--- src/rtl/regfile_param.sv ---
// ---------------------------------------------------------------------------
// regfile_param
//
// Parametrised general-purpose register file for the ARMv8 core datapath.
// Sits between decode (read addresses) and the writeback mux (write data).
//
// Features:
//   - 2^AW entries of W bits, NRD independent combinational read ports,
//     one synchronous write port.
//   - Optional hard-wired zero register at entry DEPTH-1 (XZR).
//   - Optional same-cycle write-to-read bypass.
//   - W-register (32-bit) writes that zero-extend Data[31:0].
//   - A synchronous reset that sweeps every entry to zero, one entry per
//     clock, through a two-state CLEAR/RUN machine. Reads return 0 and
//     writes are dropped while the sweep is in progress.
//
// Parameters:
//   W        data width in bits (>= 32 when W32_EN = 1)
//   AW       address width, DEPTH = 2^AW
//   NRD      number of read ports (1..4)
//   ZERO_EN  entry DEPTH-1 reads 0 and ignores writes
//   BYPASS   forward an effective same-cycle write to matching read ports
//   W32_EN   honour i_is32
//
// Ports:
//   i_clk    clock, all state changes on the rising edge
//   i_rst    synchronous active-high reset (restarts the clear sweep)
//   i_raddr  NRD read addresses, port k at [k*AW +: AW]
//   o_rout   NRD read data words, port k at [k*W +: W]
//   i_we     write enable
//   i_wreg   write address
//   i_data   write data
//   i_is32   32-bit write: entry receives {zeros, i_data[31:0]}
//   o_ready  high once the array is cleared and accepting writes
// ---------------------------------------------------------------------------
module regfile_param #(
    parameter int W       = 64,
    parameter int AW      = 5,
    parameter int NRD     = 2,
    parameter bit ZERO_EN = 1'b1,
    parameter bit BYPASS  = 1'b1,
    parameter bit W32_EN  = 1'b1
) (
    input  logic              i_clk,
    input  logic              i_rst,
    input  logic [NRD*AW-1:0] i_raddr,
    output logic [NRD*W-1:0]  o_rout,
    input  logic              i_we,
    input  logic [AW-1:0]     i_wreg,
    input  logic [W-1:0]      i_data,
    input  logic              i_is32,
    output logic              o_ready
);

    localparam int            DEPTH     = 2 ** AW;
    localparam logic [AW-1:0] ADDR_LAST = AW'(DEPTH - 1);
    localparam logic [AW-1:0] CNT_ONE   = AW'(1);

    typedef enum logic [0:0] {
        ST_CLEAR = 1'b0,
        ST_RUN   = 1'b1
    } state_t;

    // -----------------------------------------------------------------------
    // Storage and control state
    // -----------------------------------------------------------------------
    logic [W-1:0]  r_mem [DEPTH];
    state_t        r_state;
    logic [AW-1:0] r_cnt;
    logic          r_ready;

    state_t        w_state_nxt;
    logic [AW-1:0] w_cnt_nxt;
    logic          w_clear;      // array is being swept, reads forced to 0
    logic          w_run;        // array accepts writes
    logic          w_eff_we;     // write that actually lands in the array
    logic [W-1:0]  w_wval;       // value written, after optional zero-extend

    // State register: reset forces CLEAR with the sweep counter at 0.
    always_ff @(posedge i_clk) begin
        if (i_rst) begin
            r_state <= ST_CLEAR;
            r_cnt   <= '0;
            r_ready <= 1'b0;
        end else begin
            r_state <= w_state_nxt;
            r_cnt   <= w_cnt_nxt;
            r_ready <= (w_state_nxt == ST_RUN);
        end
    end

    // Next-state logic: CLEAR walks cnt over every entry, the edge that
    // clears the last entry enters RUN and the counter wraps back to 0.
    always_comb begin
        w_state_nxt = r_state;
        w_cnt_nxt   = r_cnt;
        case (r_state)
            ST_CLEAR: begin
                w_cnt_nxt = r_cnt + CNT_ONE;
                if (r_cnt == ADDR_LAST) begin
                    w_state_nxt = ST_RUN;
                end else begin
                    w_state_nxt = ST_CLEAR;
                end
            end
            ST_RUN: begin
                w_state_nxt = ST_RUN;
                w_cnt_nxt   = r_cnt;
            end
            default: begin
                w_state_nxt = ST_CLEAR;
                w_cnt_nxt   = '0;
            end
        endcase
    end

    // Output decode of the state machine.
    always_comb begin
        w_clear = 1'b1;
        w_run   = 1'b0;
        case (r_state)
            ST_CLEAR: begin
                w_clear = 1'b1;
                w_run   = 1'b0;
            end
            ST_RUN: begin
                w_clear = 1'b0;
                w_run   = 1'b1;
            end
            default: begin
                w_clear = 1'b1;
                w_run   = 1'b0;
            end
        endcase
    end

    assign o_ready = r_ready;

    // Effective write qualification; writes to XZR are discarded when the
    // zero register is enabled. Reset is not part of this term, so the
    // bypass path still forwards a write that the reset edge will discard.
    always_comb begin
        if (i_we && w_run) begin
            if (ZERO_EN && (i_wreg == ADDR_LAST)) begin
                w_eff_we = 1'b0;
            end else begin
                w_eff_we = 1'b1;
            end
        end else begin
            w_eff_we = 1'b0;
        end
    end

    // -----------------------------------------------------------------------
    // Write value: W-register writes zero-extend the low 32 bits.
    // -----------------------------------------------------------------------
    generate
        if (W32_EN) begin : g_w32
            function automatic logic [W-1:0] zext32(input logic [W-1:0] d);
                logic [W-1:0] r;
                r       = '0;
                r[31:0] = d[31:0];
                return r;
            endfunction

            // Select zero-extended or full-width write data.
            always_comb begin
                if (i_is32) begin
                    w_wval = zext32(i_data);
                end else begin
                    w_wval = i_data;
                end
            end
        end else begin : g_w64
            assign w_wval = i_data;
        end
    endgenerate

    // Array update: reset wins over everything, the sweep wins over writes
    // (which are dropped, not queued), otherwise apply an effective write.
    always_ff @(posedge i_clk) begin
        if (!i_rst) begin
            if (w_clear) begin
                r_mem[r_cnt] <= '0;
            end else if (w_eff_we) begin
                r_mem[i_wreg] <= w_wval;
            end
        end
    end

    // -----------------------------------------------------------------------
    // Read ports: purely combinational, priority CLEAR > XZR > bypass > array.
    // -----------------------------------------------------------------------
    generate
        for (genvar k = 0; k < NRD; k++) begin : g_rd
            logic [AW-1:0] w_ra;
            logic [W-1:0]  w_rdata;

            assign w_ra = i_raddr[k*AW +: AW];

            // Resolve read data for this port.
            always_comb begin
                if (w_clear) begin
                    w_rdata = '0;
                end else if (ZERO_EN && (w_ra == ADDR_LAST)) begin
                    w_rdata = '0;
                end else if (BYPASS && w_eff_we && (i_wreg == w_ra)) begin
                    w_rdata = w_wval;
                end else begin
                    w_rdata = r_mem[w_ra];
                end
            end

            assign o_rout[k*W +: W] = w_rdata;
        end
    endgenerate

endmodule

--- config.mk ---
export PLATFORM = sky130hd
export DESIGN_NAME = regfile_param
export DESIGN_NICKNAME = d
export VERILOG_FILES = /design/src/rtl/regfile_param.sv
export SDC_FILE = /design/constraint.sdc
export NUM_CORES = 2
export LEC_CHECK = 0
export CORE_UTILIZATION = 64
export DETAILED_ROUTE_END_ITERATION = 8
export DONT_BUFFER_PORTS = 1
export PLACE_DENSITY_LB_ADDON = 0.08
export SYNTH_ARGS = -nofsm -noshare
export SYNTH_HDL_FRONTEND = slang
export SYNTH_SLANG_ARGS = --single-unit
--- constraint.sdc ---
create_clock -name i_clk -period 7.3 [get_ports i_clk]
set_input_delay 1.095 -clock i_clk [delete_from_list [all_inputs] [get_ports i_clk]]
set_output_delay 1.095 -clock i_clk [all_outputs]
set_load 0.005 [all_outputs]
Word level (Yosys, flattened, before mapping)
Memories as Yosys holds them, arrays and structs flattened. Index checks and enable logic that the tools add are counted.

Register bits after elaboration: 6. Bits in writable memories: 2048. Bits of input ports: 83. Output and inout port bits: 129. Logic and storage cells: 39. Memories kept: 1.

Memory list: r_mem (depth 32, width 64, rd ports 2, clocked after memory_dff 0, wr ports 1, RTL line 67) `logic [W-1:0] r_mem [DEPTH];`.

Add/subtract/negate cells: 1. Eq/ne operators: 6. Multiplexer cells: 24. Bitwise gates (word level): 1. Reduce and logical (&&, ||, !) cells: 4.

Operator list (number): two-way mux 64 bit (8); OR reduction 64 bit (1); == test 5 bit, second input constant (4); two-way mux 1 bit (11); == test 5 bit (2); two-way mux 5 bit (2); case mux 1 bit (2 select lines) (3); adder 5 x 1 -> 5 bit, second input constant (1); logical AND 1 bit (3); inverter 1 bit (1).

Longest topological paths before layout
Depth in word-level cells: 10. Depth in mapped cells: 9. Gate-level depth less buffers: 5.

Least setup slack after synthesis
No wires, ideal clock.

Path type: input to register. Start: input port i_wreg[3]. End: memory r_mem[24][0] (enable). Setup time: 0.487 ns. Data arrival time: 4.966 ns. Required time: 6.813 ns. Path slack: 1.847 ns. Cell stages on the path: 7. Path buffers: 2. Path through: buf_2 -> nand3_1 -> o2111ai_1 -> buf_2 -> mux2i_1 -> nand2_1 -> nor2_1.

Word-level cells in the longest chain between the ends: 9. Elaborated cells between the ends (all ways): 10. Those cells by class: 1 x eq/ne; 8 x mux; 1 x reduce/logical.

Ends and longest elaborated chain: start: declaration (RTL line 49) `input logic [AW-1:0] i_wreg,`; == test 5 bit (RTL line 144) `if (ZERO_EN && (i_wreg == ADDR_LAST)) begin`; two-way mux 1 bit (RTL line 144); two-way mux 1 bit (RTL line 143) `if (i_we && w_run) begin`; two-way mux 1 bit (RTL line 185) `end else if (w_eff_we) begin`; two-way mux 1 bit (RTL line 183) `if (w_clear) begin`; two-way mux 1 bit (RTL line 182) `if (!i_rst) begin`; two-way mux 1 bit (not written as such) (RTL line 186) `r_mem[i_wreg] <= w_wval;`; OR reduction 64 bit (no line); two-way mux 5 bit (no line) / two-way mux 1 bit (equally long branches); end: declaration (RTL line 67).

Parallel ways exist; a longest one is shown, timed or not.

Worst setup path in the final report
Start: input port i_raddr[5]. End: output port o_rout[64].

Word-level cells in the longest chain between the ends: 5. Elaborated cells between the ends (all ways): 7. Those cells by class: 2 x eq/ne; 3 x mux; 1 x reduce/logical; 1 x memory.

Ends and longest elaborated chain: start: declaration (RTL line 46) `input logic [NRD*AW-1:0] i_raddr,`; parallel branches: the longest is 3 deep, another holds memory read (32 x 64 bit); two-way mux 64 bit (*) (RTL line 205) `end else if (ZERO_EN && (w_ra == ADDR_LAST)) begin`; two-way mux 64 bit (*) (RTL line 203) `if (w_clear) begin`; end: declaration (RTL line 47) `output logic [NRD*W-1:0] o_rout,`.

Every way passes the cells marked *.

==> results by group <==
Setup path
  – Worst Setup EP: o_rout[64]
  – Worst path max stage delay: around 1900 ps
  – Worst Path Buf+Inv: 0
  – Crit Path Class: in -> out
  – R2R Path End: r_mem[4][38]$_DFFE_PP_
  – Worst path arrival time: ~5800 ps
  – CP Capture Type: output pin
  – CP cell instances: mux4_2, a22oi_1, nand3_1, a32o_1
  – R2R setup slack: slightly below 3000 ps
  – Worst Path Max Fanout: 639
  – Worst Reg-to-Reg Cells: 6
  – Cell family with most CP delay: multiplexers
  – WP data required: approximately 6200 ps
  – Nature of the critical path startpoint: input pin
  – CP startpoint: i_raddr[5]
  – CP max stage cell: mux4_2
  – RR Startpoint: o_ready$_SDFF_PP0_
  – Instance count on the critical path: 4

Logic synthesis
  – XOR/XNOR Fraction of Synth Area: 0.119%
  – Multiplexer share of the synthesized area: roughly a quarter
  – Mapped Nets: between 5,000 and 6,000
  – Adder-cell share of the synthesized area: less than 1%
  – Synth async-reset ratio: 0%
  – Yosys Warn Count: 0
  – Register area share after synthesis: between 60% and 70%
  – Simple-gate share of the synthesized area: 2.17%
  – Mapped Cells: about 5,000
  – Synth area leaders: edfxtp_1 64%, mux4_2 21%, mux2i_1 3.6%
  – Yosys reg bits: between 2,000 and 2,500
  – Post-synth EDFFs: between 2,000 and 2,500
  – Cell accounting for the most synthesized area: edfxtp_1
  – Avg Cell Area, Syn: around 19 sq um
  – Post-synth top area share: between 60% and 70%
  – Compound-gate portion of the synthesized area: 6.23%
  – Main combinational cell family by area after synthesis: multiplexers
  – Mapped Area: approximately 96,000 sq um
  – Ys flop type: edfxtp_1
  – Cell variety after synth: 60

Timing
  – Max-slew violations: 346
  – Worst-Margin Slew: roughly 4200 ps
  – Post-route setup slack: about 450 ps
  – Setup_tns: 0 ps
  – Relative slew margins: -180%
  – Final setup vio count: 0
  – Highest achievable clock rate: approximately 0.15 GHz
  – Final Hold Slack: roughly 330 ps
  – Final min period: just under 7000 ps
  – Final Cycle Share: between 90% and 100%
  – Unrepaired setup endpoints after global routing: no
  – Final Hold Vio Count: 0
  – Clk_skew: 20.1 ps

Place
  – Place WS: between 2000 and 2500 ps
  – Detailed placement HPWL: about 140,000 um
  – Dpl cell area: roughly 98,000 sq um
  – Placer Congestion: roughly 0.84
  – IO buf count: 0

Power and ir drop
  – Switching pwr: about 5000 uW
  – Sw frac: between 20 and 25%
  – Combinational Power Share: roughly 5.0%
  – Leakage power: between 0.02 and 0.03 uW
  – Pwr per Cell Area: around 230 nW/um^2
  – Clock power share: a little over two fifths
  – Worst vdd ir: approximately 0.00022 V
  – Int Pwr: a little under 20,000 uW
  – Sequential power share: 52.7%

Global routing
  – Total GRT Usage: 38.6%
  – First-pass GRT wire length: slightly above 400,000 um
  – Number of global-route vias before repair: approximately 56,000
  – Largest net degree at the start of global routing: 640
  – Total gr overflow: 0
  – Initial antenna violation count: 4

Routing
  – Total Wirelength: 291,000 um
  – Routed Antenna Nets: 0
  – Drt via density: between 8 and 9
  – # DRC: 0
  – Via count: 57,100
  – 1st-pass router iterations: 8
  – Drt wl/cell: 41.7 um
  – First-iteration detailed-routing DRC count: 9,279

Status
  – Failing checks: slew limit
  – Status: finished, violations left

Clocking
  – CTS Buffer Depth: 3
  – Number of H-tree levels: 4
  – Post-CTS Hold Fix Bufs: 0
  – CTS tree: yes
  – Num CTS Buffers: roughly 200
  – Clock sinks: 2,054
  – CTS root buf: clkbuf_16
  – Clk Latency, worst-skew pair: between 800 and 900 ps
  – Post_cts resized: 0
  – Clock transition at the registers of the reported paths: 70 ps
  – # Post-CTS Setup Buffers: 0

Cells and area
  – Register area: 61,600 sq um
  – Area of the multi-input gates: 32,400 sq um
  – # fillers: roughly 9,000
  – Final Core Density: 70.4%
  – Nets: just under 5,000
  – Layout cells sized above 1: between 20% and 30%
  – Area growth from synthesis to layout: 8.79%
  – Design area: about 100,000 sq um

Hold path
  – Worst hold start: i_rst
  – Tightest Hold Check Type: in -> reg

Floorplanning
  – Core ar.: 148,000 sq um
  – Die extent in y: 389 um
  – Die X: ~400 um
  – Die ar.: 151,000 sq um
  – Initial core utilization: about two thirds
  – Boundary pin count: between 200 and 250
  – Cell Rows: between 100 and 150

Job
  – Max_cap viols: 0
-- cells in the mapped netlist, drive strengths merged, types with 4 or more instances --
cell type	count
nand2b	41
buf	262
o22ai	165
a21oi	21
a31oi	6
nor3b	5
nand3	95
o31ai	35
a22o	29
mux2i	343
dfxtp	6
o21ai	64
nand4	7
mux2	36
xnor2	9
o221ai	12
a211o	21
nor2	96
a211oi	30
nand3b	35
inv	9
a32o	56
mux4	888
or3	8
clkbuf	161
o211ai	5
edfxtp	2048
nor2b	15
nand2	43
xor2	4
and2	37
a221oi	129
o21a	30
a22oi	182
-- worst register-to-register path, delay by kind of cell (launching register included) --
| kind | cells | cell delay, ps |
|---|---|---|
| buffers and inverters | 2 | 1350 |
| AND/OR/NAND/NOR | 2 | 1180 |
| flip-flops | 1 | 690 |
| multiplexers | 1 | 460 |
| AO/OA/AOI/OAI | 1 | 300 |
-- power by group through the flow --
stage | Combinational (uW) | Sequential (uW) | Clock [uW]
3_3_place_gp | 1060 | 13100 | 0
4_1_cts | 1070 | 12900 | 10400
5_1_grt | 1220 | 12900 | 10800
2_1_floorplan | 1070 | 13100 | 0
6_report | 1220 | 12900 | 10400
3_5_place_dp | 1070 | 13100 | 0
-- final cells by class --
type                            instances  share of cell area [%]
Sequential cell                      2054                    59.1
Timing Repair Buffer                  118                    1.24
Clock inverter                        122                    1.10
Antenna cell                            1                 0.00240
Clock buffer                          251                    5.15
Inverter                                9                  0.0348
Multi-Input combinational cell       2477                    31.1
Tap cell                             1930                    2.32
-- worst min-delay path by stage --
stage                                  endpoint  cells past startpoint
after floorplan           r_cnt[4]$_SDFFE_PP0N_                      2
after global placement    r_cnt[4]$_SDFFE_PP0N_                      2
after detailed placement  r_cnt[4]$_SDFFE_PP0N_                      2
after CTS                    o_ready$_SDFF_PP0_                      1
after global routing      r_cnt[4]$_SDFFE_PP0N_                      1
final                     r_cnt[3]$_SDFFE_PP0N_                      1
-- sequential cells by signal (all words and copies together), names as in the netlist --
signal	cells
r_mem	2048
o_ready	1
r_cnt	5
-- cell families (layout without fill, tap and decap cells) --
family / Yosys count / after routing
buffers and inverters: 432 / 500
adder cells (fa/ha/maj): 2 / 2
AO/OA/AOI/OAI: 797 / 797
AND/OR/NAND/NOR: 398 / 398
multiplexers: 1267 / 1267
XOR/XNOR: 13 / 13
flip-flops: 2054 / 2054
other: 0 / 1
-- cells in the final DEF (no fill, tap or decap), types with 12 or more instances in the layout --
master	count
clkinv_2	43
a21oi_1	21
a211oi_1	30
o21ai_0	57
nand3_1	95
mux4_2	888
o221ai_1	12
o21a_1	30
nand3b_1	35
mux2_2	36
mux2i_1	343
a22oi_1	182
a32o_1	56
nand2_1	41
a221oi_1	129
o31ai_1	34
nor2_4	35
edfxtp_1	2048
and2_1	35
buf_12	26
clkbuf_1	43
buf_4	88
a211o_1	21
clkinv_1	44
o22ai_1	165
nor2_1	56
clkbuf_16	208
bufinv_16	21
nand2b_1	41
a22o_1	29
-- metrics by stage --
step           total power, uW  std cells
2_1_floorplan            14200       4963
4_1_cts                  24400       6957
6_report                 24500       6962
3_3_place_gp             14200       6584
5_1_grt                  24900       6961
3_5_place_dp             14200       6584
-- per-layer routing --
layer / global-route usage [%] / vias to the layer above / share of wire (%)
li1: - / 21600 / -
met1: 55.6 / 29900 / 35
met2: 56.6 / 4880 / 45
met3: 11.3 / 743 / 15
met4: 15.0 / 8 / 4.2
met5: 0 / - / 0.091
No activity file was read; power rests on OpenSTA's default activity.
